<file path="src/rtl/btn_conditioner.sv">
// btn_conditioner: conditions the raw push buttons into debounced levels,
// press/release pulses and auto-repeat pulses, one channel per button.

module btn_channel #(
    parameter int DB_CYCLES     = 20000,
    parameter int HOLD_CYCLES   = 500000,
    parameter int REPEAT_CYCLES = 100000
) (
    input  logic clk,
    input  logic resetn,
    input  logic raw,
    output logic level,
    output logic press,
    output logic rel,
    output logic rpt,
    output logic held_long
);

    localparam int DBW = $clog2(DB_CYCLES + 1);
    localparam int HW  = $clog2(HOLD_CYCLES + 1);
    localparam int RW  = $clog2(REPEAT_CYCLES + 1);

    localparam logic [DBW-1:0] DB_LAST   = DBW'(DB_CYCLES - 1);
    localparam logic [HW-1:0]  HOLD_LAST = HW'(HOLD_CYCLES - 1);
    localparam logic [RW-1:0]  RPT_LAST  = RW'(REPEAT_CYCLES - 1);

    typedef enum logic [1:0] {
        IDLE = 2'd0,
        HOLD = 2'd1,
        RPT  = 2'd2
    } state_t;

    logic [1:0]     sync_q;
    logic [DBW-1:0] db_cnt;
    logic [HW-1:0]  hold_cnt;
    logic [RW-1:0]  rpt_cnt;
    state_t         state;

    logic differ;
    logic flip;
    logic rise;
    logic fall;

    // The accepted value flips on the cycle the run of differing
    // samples would reach its full length; rise/fall are that flip
    // seen from the old level, so pulses land with the new level.
    assign differ = sync_q[1] ^ level;
    assign flip   = differ && (db_cnt == DB_LAST);
    assign rise   = flip && !level;
    assign fall   = flip && level;

    // Two-flop synchronizer for the asynchronous raw input.
    always_ff @(posedge clk or negedge resetn) begin
        if (!resetn) begin
            sync_q <= 2'b00;
        end else begin
            sync_q <= {sync_q[0], raw};
        end
    end

    // Debounce counter, accepted level and the registered edge pulses.
    always_ff @(posedge clk or negedge resetn) begin
        if (!resetn) begin
            db_cnt <= '0;
            level  <= 1'b0;
            press  <= 1'b0;
            rel    <= 1'b0;
        end else begin
            press <= rise;
            rel   <= fall;
            if (!differ || flip) begin
                db_cnt <= '0;
            end else begin
                db_cnt <= db_cnt + 1'b1;
            end
            if (flip) begin
                level <= ~level;
            end
        end
    end

    // Repeat FSM: wait out the hold time after a press, then pulse
    // periodically until the button is released.
    always_ff @(posedge clk or negedge resetn) begin
        if (!resetn) begin
            state     <= IDLE;
            hold_cnt  <= '0;
            rpt_cnt   <= '0;
            rpt       <= 1'b0;
            held_long <= 1'b0;
        end else begin
            rpt <= 1'b0;
            unique case (state)
                IDLE: begin
                    if (rise) begin
                        state    <= HOLD;
                        hold_cnt <= '0;
                    end
                end
                HOLD: begin
                    if (fall) begin
                        state    <= IDLE;
                        hold_cnt <= '0;
                    end else if (hold_cnt == HOLD_LAST) begin
                        state     <= RPT;
                        hold_cnt  <= '0;
                        rpt_cnt   <= '0;
                        rpt       <= 1'b1;
                        held_long <= 1'b1;
                    end else begin
                        hold_cnt <= hold_cnt + 1'b1;
                    end
                end
                RPT: begin
                    if (fall) begin
                        state     <= IDLE;
                        rpt_cnt   <= '0;
                        held_long <= 1'b0;
                    end else if (rpt_cnt == RPT_LAST) begin
                        rpt_cnt <= '0;
                        rpt     <= 1'b1;
                    end else begin
                        rpt_cnt <= rpt_cnt + 1'b1;
                    end
                end
                default: begin
                    state     <= IDLE;
                    hold_cnt  <= '0;
                    rpt_cnt   <= '0;
                    held_long <= 1'b0;
                end
            endcase
        end
    end

endmodule

module btn_conditioner #(
    parameter int N_BTN         = 5,
    parameter int DB_CYCLES     = 20000,
    parameter int HOLD_CYCLES   = 500000,
    parameter int REPEAT_CYCLES = 100000
) (
    input  logic             clk,
    input  logic             resetn,
    input  logic [N_BTN-1:0] btn_raw,
    output logic [N_BTN-1:0] btn_level,
    output logic [N_BTN-1:0] btn_press,
    output logic [N_BTN-1:0] btn_release,
    output logic [N_BTN-1:0] btn_repeat,
    output logic [N_BTN-1:0] btn_long
);

    // One fully independent conditioner per button.
    for (genvar g = 0; g < N_BTN; g++) begin : g_ch
        btn_channel #(
            .DB_CYCLES     (DB_CYCLES),
            .HOLD_CYCLES   (HOLD_CYCLES),
            .REPEAT_CYCLES (REPEAT_CYCLES)
        ) u_ch (
            .clk       (clk),
            .resetn    (resetn),
            .raw       (btn_raw[g]),
            .level     (btn_level[g]),
            .press     (btn_press[g]),
            .rel       (btn_release[g]),
            .rpt       (btn_repeat[g]),
            .held_long (btn_long[g])
        );
    end

endmodule

</file>
<file path="config.mk">
export PLATFORM = sky130hd
export DESIGN_NAME = btn_conditioner
export DESIGN_NICKNAME = d
export VERILOG_FILES = /design/src/rtl/btn_conditioner.sv
export SDC_FILE = /design/constraint.sdc
export NUM_CORES = 1
export LEC_CHECK = 0
export CAP_MARGIN = 20
export CORE_AREA = 5 5 229 120
export DETAILED_ROUTE_END_ITERATION = 8
export DIE_AREA = 0 0 234 125
export GPL_TIMING_DRIVEN = 1
export PLACE_DENSITY_LB_ADDON = 0.05
export SLEW_MARGIN = 25
export SYNTH_ARGS = -nofsm -noshare
export SYNTH_HDL_FRONTEND = slang
export SYNTH_HIERARCHICAL = 1
export SYNTH_SLANG_ARGS = --single-unit
</file>
<file path="constraint.sdc">
create_clock -name clk -period 5.1 [get_ports clk]
set_input_delay 1.02 -clock clk [delete_from_list [all_inputs] [get_ports clk]]
set_output_delay 1.02 -clock clk [all_outputs]
set_load 0.02 [all_outputs]
</file>
# == After elaboration in Yosys (flattened, before gate mapping) ==
# Index checks and enable logic that the tools add are counted.
# word_totals
output_inout_bits,25
wordCells,310
reg_bits,300
# classes
n_eq_ne,50
bitwise,20
add_sub_neg,15
mux,120
reduce_logical,55
# ops
cell,count
2-to-1 mux 17 bit,20
2-to-1 mux 19 bit,15
case mux 19 bit (3 select lines),5
case mux 17 bit (3 select lines),5
adder 19 x 1 -> 19 bit (second input constant),5
equality test 19 bit (second input constant),5
adder 17 x 1 -> 17 bit (second input constant),5
equality test 17 bit (second input constant),5
adder 15 x 1 -> 15 bit (second input constant),5
equality test 15 bit (second input constant),5
2-to-1 mux 15 bit,5
2-to-1 mux 2 bit,20
2-to-1 mux 1 bit,35
!= test 2 x 1 -> 1 bit (second input constant),15
case mux 2 bit (3 select lines),5
AND reduction 3 bit,10
AND reduction 4 bit,5
logical AND 1 bit,15
!= test 3 x 1 -> 1 bit (second input constant),5
NOT 1 bit,15
case mux 1 bit (3 select lines),5
equality test 2 x 1 -> 1 bit (second input constant),5
equality test 2 bit (second input constant),5
logical NOT 1 bit,10
6 further kinds,30

# == Logic depth before layout (Yosys ltp) ==
# Gate-level depths: netlist of the first run.
# depth
word_depth,5
depth_mapped,10
depth_no_buf,7

# == Cells and area by module ==
# The synthesis of the first run kept the hierarchy.
# by_module_without_submodules
module,instances,cells_per_inst,area_each_um2,seq_area_each_um2
btn_channel (g_ch[0].u_ch ...),3,346,3208.1,1501.4
btn_channel (g_ch[4].u_ch),1,358,3323.2,1501.4
btn_channel (g_ch[1].u_ch),1,360,3201.8,1501.4

# == Worst setup path after synthesis of the first run ==
# No wires, ideal clock.
# synth_timing
path_type,register to register
startpoint,reg g_ch[0].u_ch.db_cnt[0]
endpoint,reg g_ch[0].u_ch.held_long
arrival_ns,2.366
path_stages_with_launch,9
period_less_slack_ns,2.494
n_path_buf,2
required_ns,4.972
path_slack_ns,2.606
path_cell_list,dfrtp_1 ha_1 or3b_2 or4_1 buf_2 o21ai_4 buf_6 nand3_2 mux2_1
# synth_via
elab_chain_cells,5
word_cells_on_any_way,6
cone_classes,eq/ne: 3; reduce/logical: 3
# synth_rtl
element,line,source
start: declaration,34,logic [DBW-1:0] db_cnt;
start signal: assignment,74,db_cnt <= db_cnt + 1'b1;
equality test 15 bit *,48,assign flip = differ && (db_cnt == DB_LAST);
logical AND 1 bit *,48,
logical AND 1 bit *,50,assign fall = flip && level;
!= test 2 bit (no source line) / != test 2 x 1 -> 1 bit (equally long branches),--,
AND reduction 4 bit (no source line) *,--,
end signal: assignment,90,held_long <= 1'b0;
end signal: assignment,109,held_long <= 1'b1;
end signal: assignment,118,held_long <= 1'b0;
end: declaration,16,output logic held_long
# Every way passes the cells marked *; elsewhere a longest branch is shown, timed or not.
# A chain may end at the register's enable or synchronous reset.

# == Worst setup path after layout of the first run ==
# layout_timing
startpoint,reg g_ch[2].u_ch.hold_cnt[0]
endpoint,reg g_ch[2].u_ch.rpt_cnt[7]
# layout_via
elab_chain_cells,3
# layout_rtl
element,line,source
start: declaration,35,logic [HW-1:0] hold_cnt;
start signal: assignment,111,hold_cnt <= hold_cnt + 1'b1;
equality test 19 bit,104,end else if (hold_cnt == HOLD_LAST) begin
!= test 2 x 1 -> 1 bit (no source line),--,
AND reduction 3 bit (no source line),--,
end signal: assignment,123,rpt_cnt <= rpt_cnt + 1'b1;
end: declaration,36,logic [RW-1:0] rpt_cnt;
# Every way passes these cells.

==> flow_summary_export.csv, run 1 <==
group,metric,value,unit
final_layout,nNetsFinal,1809,
status,status,"completed",
synth,netlist.area_leader.share,0.465,
min_path,hold_class,"reg2reg",
timing,finalMaxSlewViolations,0,
floorplanning,dieHeight,125,um
job,cap_viol_max_count,0,
synth,ys_seq_area_frac,0.465,
timing,period_minus_slack,3090,ps
routing,drt_drc_violations_left,0,
setup_path,critPathCaptureType,"flip-flop",
final_layout,area_growth,10.3,%
routing,num_vias,13400,
setup_path,crit_buf_inv,0,
timing,finalCritPeriodShare,0.606,
routing,drt_iter0_drc,1515,
synth,syn_inst,1756,
power,total_power,4.81,mW
floorplanning,core_region_area,25500,um2
timing,fin_tns_setup,0,ps
setup_path,timing.rr.end,"g_ch[2].u_ch/rpt_cnt[7]",
setup_path,slowest_delay,530,ps
routing,ant_nets,0,
floorplanning,ioPinCount,32,
setup_path,start_kind,"flip-flop",
setup_path,reg2reg_depth,7,
placement,io_buffers,31,
setup_path,crit_family,"simple AND/OR/NAND/NOR gates",
clock_tree,cts.sinks,300,
synth,synth_area,16100,um2
global_route,grt_first_pass_wirelength,62400,um
synth,synth_cell_types,76,
routing,drt_first_pass_iters,6,
clock_tree,clockBufferDepth,3,
routing,drt-total-wl,36400,um
setup_path,critPathKind,"reg2reg",
clock_tree,clk_latency,550,ps
synth,yosys_register_bits,300,
setup_path,required,5540,ps
timing,finClkSkew,15.3,ps
setup_path,setup.worst_path.end,"g_ch[2].u_ch/rpt_cnt[7]",
setup_path,crit_fanout,19,
power,max-vdd-ir-drop,0.000224,V
timing,tightest_slew,1090,ps
clock_tree,numCtsBuffers,27,
final_layout,fin_util,0.698,
clock_tree,cts_hold_buf,0,
clock_tree,cts_tree,"built",
setup_path,crit_path_top_delay_cell,"o31ai_1",
setup_path,regToRegSetupSlack,2010,ps
setup_path,crit_arrival,3530,ps
clock_tree,cts_setup_buffers,0,
synth,synthTopCellsByArea,"dfrtp_1 46%, o21ai_0 5.4%, nor2_1 4.7%",
clock_tree,ctsResizeCount,0,
global_route,first_global_vias,12100,
setup_path,path_cells,"ha_1 -> and4_1 -> nand4_1 -> o31ai_1 -> nand2_1 -> or3_1 -> o41ai_1",
power,p_leak,7.38,nW
clock_tree,path_clk_slew,70,ps
timing,hold_viol,0,
global_route,overflow,0,
floorplanning,fp.dieW,234,um
placement,place_congestion,0.909,
timing,rsz0062_at_grt,"no",
setup_path,startpoint,"g_ch[2].u_ch/hold_cnt[0]",
synth,synth.largest_area_cell,"dfrtp_1",
synth,syn-num-nets,1793,
synth,avgSynthCellArea,9.20,um2
floorplanning,placementRows,42,
power,p_per_area,270,nW/um2
setup_path,r2r-start,"g_ch[2].u_ch/hold_cnt[0]",
synth,synth-edff-count,0,
setup_path,cp.depth,7,
synth,synth-main-ff-cell,"dfrtp_1",
timing,setup-violations-final,0,
floorplanning,start_util,0.632,
timing,max_slew_margin,0.269,
synth,synthArstFlopShare,1.00,
global_route,antenna_found_initial,0,
timing,fmax,0.323,GHz
synth,yosysWarningCount,6,
clock_tree,cts_root_buffer,"clkbuf_16",
routing,vias_per_cell,6.23,
routing,avgRoutedWirePerCell,17.0,um
final_layout,drive_above_1_share,0.0737,
floorplanning,die_area,29300,um2
global_route,grt_max_degree,102,
final_layout,antennaDiodeCount,0,
global_route,grt.total_usage,0.249,
placement,hpwl,24600,um
clock_tree,cts.htree.levels,1,
cell usage in the layout (no fill, tap or decap), drive strengths merged, types with 17 or more instances in the layout:
cell / count
dfrtp: 300
nor2b: 21
and4: 17
nor3: 71
and3: 47
nand3: 112
clkdlybuf4s50: 30
clkbuf: 31
nand4: 53
o31ai: 40
or3: 33
nor4: 37
o21ai: 192
o41ai: 19
a21oi: 49
nor2: 206
nand2b: 24
nand2: 161
inv: 48
xnor2: 40
ha: 30
xor2: 47
how the worst min path moves through the flow:
stage	startpoint	endpoint	slack, ps	cells past startpoint
6_report	g_ch[0].u_ch/sync_q[0]	g_ch[0].u_ch/sync_q[1]	350	0
5_1_grt	g_ch[0].u_ch/sync_q[0]	g_ch[0].u_ch/sync_q[1]	360	0
4_1_cts	g_ch[0].u_ch/sync_q[0]	g_ch[0].u_ch/sync_q[1]	350	0
3_5_place_dp	g_ch[0].u_ch/sync_q[0]	g_ch[0].u_ch/sync_q[1]	340	0
3_3_place_gp	g_ch[4].u_ch/sync_q[0]	g_ch[4].u_ch/sync_q[1]	330	0
2_1_floorplan	g_ch[0].u_ch/sync_q[0]	g_ch[0].u_ch/sync_q[1]	330	0
routing by layer:
metal  global-route usage  vias to the layer above  part of all wire
met3               0.0356                       38             0.061
met2                0.325                      402              0.40
met1                0.441                     6508              0.53
li1                     -                     6416                 -
met4               0.0338                        0             0.012
met5                    0                        -                 0
Yosys cell counts, types with 24 or more instances:
master and instances:
a21oi_1 46, and3_1 46, clkbuf_1 32, dfrtp_1 300, ha_1 30, inv_1 47, nand2_1 160, nand2b_1 24
nand3_1 108, nand4_1 51, nor2_1 202, nor3_1 71, nor4_1 30, o21ai_0 175, o31ai_1 40, or3_1 33
xnor2_1 40, xor2_1 47
through the flow:
stage	instances	area [um2]	worst slack [ps]	hold WS, ps
after global routing	2144	17800	1800	358
after CTS	2144	17800	2080	354
after floorplan	1756	16100	2610	331
after global placement	2095	16800	2130	333
final	2144	17800	2010	350
after detailed placement	2095	16800	2130	337
area by class of cell:
| class | count | area [um2] |
|---|---|---|
| Multi-Input combinational cell | 1353 | 8250 |
| Fill cell | 2015 | 7720 |
| Sequential cell | 300 | 7510 |
| Clock buffer | 31 | 731 |
| Tap cell | 352 | 440 |
| Timing Repair Buffer | 43 | 430 |
| Clock inverter | 18 | 283 |
| Inverter | 47 | 176 |
cell families (layout without fill, tap and decap cells):
group,count (synthesis),count (layout),synth area share
flip-flops,300,300,0.465
AND/OR/NAND/NOR,860,860,0.284
XOR/XNOR,87,87,0.0472
AO/OA/AOI/OAI,365,365,0.144
adder cells (fa/ha/maj),30,30,0.0232
buffers and inverters,103,139,0.0291
multiplexers,11,11,0.00721
flip-flops by register name, indices dropped and copies added (netlist names):
signal and count:
g_ch.u_ch/rel 5, g_ch.u_ch/hold_cnt 95, g_ch.u_ch/rpt_cnt 85, g_ch.u_ch/db_cnt 75, g_ch.u_ch/sync_q 10, g_ch.u_ch/level 5
g_ch.u_ch/state 10, g_ch.u_ch/held_long 5, g_ch.u_ch/press 5, g_ch.u_ch/rpt 5
report_power, final:
group / internal [mW] / switching [mW]
Sequential: 2.39 / 0.0143
Combinational: 0.0214 / 0.0683
Clock: 1.39 / 0.926
(Power assumes the default switching activity.)
==> run 2, diff against run 1 <==
--- a/config.mk
+++ b/config.mk
@@ -6,9 +6,9 @@
 export NUM_CORES = 1
 export LEC_CHECK = 0
 export CAP_MARGIN = 20
-export CORE_AREA = 5 5 229 120
+export CORE_AREA = 5 5 245 128
 export DETAILED_ROUTE_END_ITERATION = 8
-export DIE_AREA = 0 0 234 125
+export DIE_AREA = 0 0 250 133
 export GPL_TIMING_DRIVEN = 1
 export PLACE_DENSITY_LB_ADDON = 0.05
 export SLEW_MARGIN = 25
==> constraint.sdc (replaced) <==
create_clock -name clk -period 2.54 [get_ports clk]
set_input_delay 0.508 -clock clk [delete_from_list [all_inputs] [get_ports clk]]
set_output_delay 0.508 -clock clk [all_outputs]
set_load 0.02 [all_outputs]
==> flow_summary_export.csv, run 2 (same netlist as run 1, synthesis figures left out) <==
group,metric,value,unit
setup_path,critPathMostFrequentCell,"or4_4",
floorplanning,ioPinCount,32,
power,p_leak,7.98,nW
final_layout,antennaDiodeCount,0,
timing,finClkSkew,20.9,ps
min_path,holdPathStages,0,
timing,finalCritPeriodShare,0.958,
setup_path,timing.rr.end,"g_ch[0].u_ch/hold_cnt[9]",
min_path,hold_end,"g_ch[0].u_ch/sync_q[1]",
global_route,first_global_vias,12500,
final_layout,largest_register_ffs,95,
floorplanning,core_region_area,29300,um2
setup_path,path_cells,"or4_4 -> or4_4 -> buf_4 -> o21ai_4 -> buf_6 -> nor3_1 -> o21ai_1 -> o41ai_4",
placement,place_area,17600,um2
timing,finalMaxSlewViolations,0,
setup_path,regToRegSetupSlack,110,ps
min_path,min_from,"g_ch[0].u_ch/sync_q[0]",
clock_tree,numCtsBuffers,29,
setup_path,crit_fanout,7,
routing,drt-total-wl,38300,um
setup_path,required,2970,ps
setup_path,critPathCaptureType,"flip-flop",
global_route,overflow,0,
floorplanning,placementRows,45,
setup_path,slowest_delay,530,ps
timing,max_slew_margin,0.485,
final_layout,regMostFlops,"g_ch.u_ch/hold_cnt",
final_layout,mostFrequentLayoutCells,"300 x dfrtp_1, 202 x nor2_1, 172 x o21ai_0",
global_route,grt.total_usage,0.228,
min_path,hold_class,"reg2reg",
global_route,grt_max_degree,64,
setup_path,reg2reg_depth,8,
timing,whs,352,ps
routing,num_vias,13700,
power,max-vdd-ir-drop,0.000546,V
routing,drt_iter0_drc,1125,
setup_path,critPathKind,"reg2reg",
floorplanning,dieHeight,133,um
floorplanning,fp.dieW,250,um
clock_tree,cts_tree,"built",
setup_path,start_kind,"flip-flop",
timing,tightest_slew,765,ps
final_layout,nFillCells,2454,
global_route,grt_first_pass_wirelength,65100,um
final_layout,fin_area,18800,um2
routing,drt_first_pass_iters,6,
setup_path,crit_path_top_delay_cell,"or4_4",
clock_tree,clk_latency,570,ps
power,p_per_area,509,nW/um2
floorplanning,die_area,33300,um2
final_layout,final_common_cell,"dfrtp_1",
placement,place_congestion,0.909,
final_layout,area_growth,16.6,%
clock_tree,cts_root_buffer,"clkbuf_16",
final_layout,reg.largest.list,"g_ch.u_ch/hold_cnt (95), g_ch.u_ch/rpt_cnt (85), g_ch.u_ch/db_cnt (75)",
timing,setup-violations-final,0,
clock_tree,cts.htree.levels,1,
final_layout,drive_above_1_share,0.133,
timing,hold_viol,0,
global_route,antenna_found_initial,0,
routing,ant_nets,0,
routing,vias_per_cell,5.97,
routing,avgRoutedWirePerCell,16.6,um
routing,drt_drc_violations_left,0,
power,total_power,9.59,mW
timing,period_minus_slack,2430,ps
setup_path,crit_arrival,2860,ps
timing,fmax,0.411,GHz
job,cap_viol_max_count,0,
status,status,"completed",
setup_path,r2r-start,"g_ch[0].u_ch/db_cnt[5]",
clock_tree,clockBufferDepth,3,
clock_tree,path_clk_slew,60,ps
placement,hpwl,26900,um
clock_tree,cts.sinks,300,
placement,io_buffers,31,
final_layout,nNetsFinal,1919,
floorplanning,start_util,0.551,
-- run 2: metal layers --
metal  up-vias  share of wire  track usage
met1      6676           0.54        0.398
met2       373           0.38        0.289
met4         0          0.015       0.0348
met5         -              0            0
met3        52          0.062       0.0401
li1       6640              -            -
-- run 2: power by group --
group	switching, mW	total, mW	internal [mW]
clock network	1.88	4.54	2.66
logic	0.151	0.223	0.0723
registers	0.0245	4.83	4.80
total	2.06	9.59	7.53
-- run 2: how the worst max path moves through the flow --
stage | startpoint | endpoint | slack [ps] | cells after the start
floorplan | g_ch[0].u_ch/db_cnt[0] | g_ch[0].u_ch/held_long | 50 | 8
global placement | g_ch[3].u_ch/db_cnt[0] | g_ch[3].u_ch/hold_cnt[3] | 30 | 7
detailed placement | g_ch[3].u_ch/hold_cnt[0] | g_ch[3].u_ch/rpt_cnt[7] | -40 | 7
CTS | g_ch[2].u_ch/hold_cnt[0] | g_ch[2].u_ch/rpt_cnt[7] | 20 | 7
global route | g_ch[3].u_ch/hold_cnt[0] | g_ch[3].u_ch/hold_cnt[11] | -2 | 9
finish | g_ch[0].u_ch/db_cnt[5] | g_ch[0].u_ch/hold_cnt[9] | 110 | 8
-- run 2: worst max-delay path, delay by kind of cell (launching register included) --
family	cells	cell delay, ps
simple gates	3	1100
compound gates	3	500
flops	1	380
buf+inv	2	320
-- run 2: stage by stage --
stage                     setup TNS, ps  std cells  setup slack [ps]  utilization
after floorplan                       0       1756              46.2            -
after global placement                0       2241              29.6        0.600
after detailed placement          -67.5       2241             -41.2        0.600
after CTS                             0       2295              23.3        0.635
after global routing              -2.45       2303             -2.45        0.642
final                                 0       2303               107        0.642
-- run 2: timing repair --
| item | 4_1_cts | 5_1_grt |
|---|---|---|
| pin swaps | 0 | 13 |
| hold buffers | 1 | 0 |
| gates cloned | 0 | 1 |
| endpoints found under the setup margin | 6 | 71 |
| gates resized for setup | 3 | 35 |
| buffers inserted | 0 | 7 |
| endpoints found under the hold margin | 43 | 0 |
-- run 2: cell type report --
class | count | area (um2) | share of cell area
clock buffers | 41 | 861 | 0.0457
repair buffers | 151 | 1290 | 0.0685
flip-flops and latches | 300 | 7510 | 0.399
clock inverters | 12 | 140 | 0.00744
inverters | 47 | 176 | 0.00937
well taps | 399 | 499 | 0.0265
multi-input cells | 1353 | 8350 | 0.444
==> run 3, diff against run 2 <==
--- a/config.mk
+++ b/config.mk
@@ -6,9 +6,9 @@
 export NUM_CORES = 1
 export LEC_CHECK = 0
 export CAP_MARGIN = 20
-export CORE_AREA = 5 5 245 128
+export CORE_AREA = 5 5 239 125
 export DETAILED_ROUTE_END_ITERATION = 8
-export DIE_AREA = 0 0 250 133
+export DIE_AREA = 0 0 244 130
 export GPL_TIMING_DRIVEN = 1
 export PLACE_DENSITY_LB_ADDON = 0.05
 export SLEW_MARGIN = 25
==> constraint.sdc (replaced) <==
create_clock -name clk -period 3.1 [get_ports clk]
set_input_delay 0.62 -clock clk [delete_from_list [all_inputs] [get_ports clk]]
set_output_delay 0.62 -clock clk [all_outputs]
set_load 0.02 [all_outputs]
==> flow_summary_export.csv, run 3 (same netlist as run 1, synthesis figures left out) <==
group,metric,value,unit
setup_path,regToRegSetupSlack,180,ps
timing,rsz0062_at_grt,"no",
routing,drt_first_pass_iters,6,
placement,io_buffers,31,
setup_path,crit_fanout,10,
placement,place_area,17000,um2
global_route,grt_first_pass_wirelength,63700,um
floorplanning,start_util,0.591,
final_layout,reg.largest.list,"g_ch.u_ch/hold_cnt (95), g_ch.u_ch/rpt_cnt (85), g_ch.u_ch/db_cnt (75)",
global_route,first_global_vias,12500,
final_layout,nFillCells,2210,
placement,hpwl,25900,um
clock_tree,cts.sinks,300,
routing,ant_nets,0,
global_route,grt.total_usage,0.236,
timing,finClkSkew,10.6,ps
timing,hold_viol,0,
floorplanning,ioPinCount,32,
routing,drt-met1-wl,19800,um
setup_path,critPathMostFrequentCell,"nor2_1",
clock_tree,path_clk_slew,70,ps
timing,tightest_slew,1030,ps
global_route,antenna_found_initial,0,
power,max-vdd-ir-drop,0.000433,V
timing,setup_slack,185,ps
min_path,hold_class,"reg2reg",
routing,avgRoutedWirePerCell,17.1,um
clock_tree,cts_root_buffer,"clkbuf_16",
timing,max_slew_margin,0.304,
final_layout,fin_area,18100,um2
routing,num_vias,13600,
final_layout,regMostFlops,"g_ch.u_ch/hold_cnt",
clock_tree,cts.htree.levels,1,
timing,fmax,0.343,GHz
routing,wl_met2,14800,um
final_layout,drive_above_1_share,0.0880,
timing,period_minus_slack,2920,ps
final_layout,largest_register_ffs,95,
setup_path,required,3520,ps
timing,finalMaxSlewViolations,0,
placement,post-place-ws,240,ps
job,cap_viol_max_count,0,
floorplanning,die_area,31700,um2
final_layout,antennaDiodeCount,0,
timing,setup-violations-final,0,
floorplanning,core_region_area,27300,um2
routing,top_layer_used,"met4",
clock_tree,clockBufferDepth,3,
routing,vias_per_cell,6.22,
clock_tree,cts_tree,"built",
status,status,"completed",
global_route,overflow,0,
setup_path,slowest_delay,580,ps
power,p_per_area,437,nW/um2
final_layout,area_growth,11.8,%
setup_path,start_kind,"flip-flop",
floorplanning,dieHeight,130,um
routing,drt-total-wl,37400,um
power,p_leak,7.52,nW
final_layout,mostFrequentLayoutCells,"300 x dfrtp_1, 202 x nor2_1, 175 x o21ai_0",
clock_tree,ctsResizeCount,0,
setup_path,critPathKind,"reg2reg",
clock_tree,numCtsBuffers,28,
setup_path,path_cells,"ha_1 -> or3b_2 -> or4_1 -> o21ai_4 -> nor2_1 -> nor2_2 -> nor2_1",
setup_path,crit_path_top_delay_cell,"or4_1",
routing,drt_drc_violations_left,0,
timing,fin_tns_setup,0,ps
routing,drt_iter0_drc,1470,
clock_tree,clk_latency,550,ps
global_route,grt_max_degree,79,
floorplanning,placementRows,43,
timing,finalCritPeriodShare,0.940,
floorplanning,fp.dieW,244,um
placement,place_congestion,0.912,
setup_path,critPathCaptureType,"flip-flop",
routing,route.met3.wl,2340,um
final_layout,nNetsFinal,1846,
final_layout,final_common_cell,"dfrtp_1",
setup_path,crit_arrival,3340,ps
[run 3: final timing paths]
path | start | endpoint | cells past startpoint
max | g_ch[2].u_ch/db_cnt[0] | g_ch[2].u_ch/hold_cnt[16] | 7
min | g_ch[3].u_ch/sync_q[0] | g_ch[3].u_ch/sync_q[1] | 0
min in group asynchronous | resetn | g_ch[0].u_ch/db_cnt[1] | 2
max in group asynchronous | resetn | g_ch[0].u_ch/db_cnt[11] | 3
max reg2reg | g_ch[2].u_ch/db_cnt[0] | g_ch[2].u_ch/hold_cnt[16] | 7
min reg2reg | g_ch[3].u_ch/sync_q[0] | g_ch[3].u_ch/sync_q[1] | 0
[run 3: layout make-up]
type,count,area [um2],area share
well taps,360,450,0.0250
inverters,47,176,0.00977
clock buffers,33,751,0.0416
repair buffers,79,716,0.0396
flip-flops and latches,300,7510,0.416
clock inverters,18,253,0.0140
multi-input cells,1353,8200,0.454
[run 3: per-layer routing]
layer,vias to the layer above,GRT usage
met3,38,0.0399
met1,6655,0.398
met4,0,0.0368
met5,-,0
met2,446,0.321
li1,6485,-
[run 3: timing repair]
action / in CTS / in global routing
hold buffers: 1 / 0
buffers inserted: 0 / 0
endpoints found under the hold margin: 44 / 0
[run 3: power by group]
| part | switching [mW] | internal [mW] |
|---|---|---|
| sequential | 0.0237 | 3.94 |
| combinational | 0.114 | 0.0407 |
| clock | 1.54 | 2.23 |
| total | 1.68 | 6.21 |
[run 3: per-stage QoR]
step / hold WS, ps / std cells / utilization / total power, mW
floorplan: 324 / 1756 / - / 4.08
global placement: 332 / 2138 / 0.623 / 4.19
detailed placement: 335 / 2138 / 0.623 / 4.19
CTS: 350 / 2190 / 0.660 / 7.99
global route: 355 / 2190 / 0.660 / 8.18
finish: 348 / 2190 / 0.660 / 7.89
[run 3: worst max-delay path, delay by kind of cell, from the launching register on]
kind / cells / cell delay, ps
AND/OR/NAND/NOR: 5 / 1780
flip-flops: 1 / 410
AO/OA/AOI/OAI: 1 / 340
adder cells (fa/ha/maj): 1 / 250
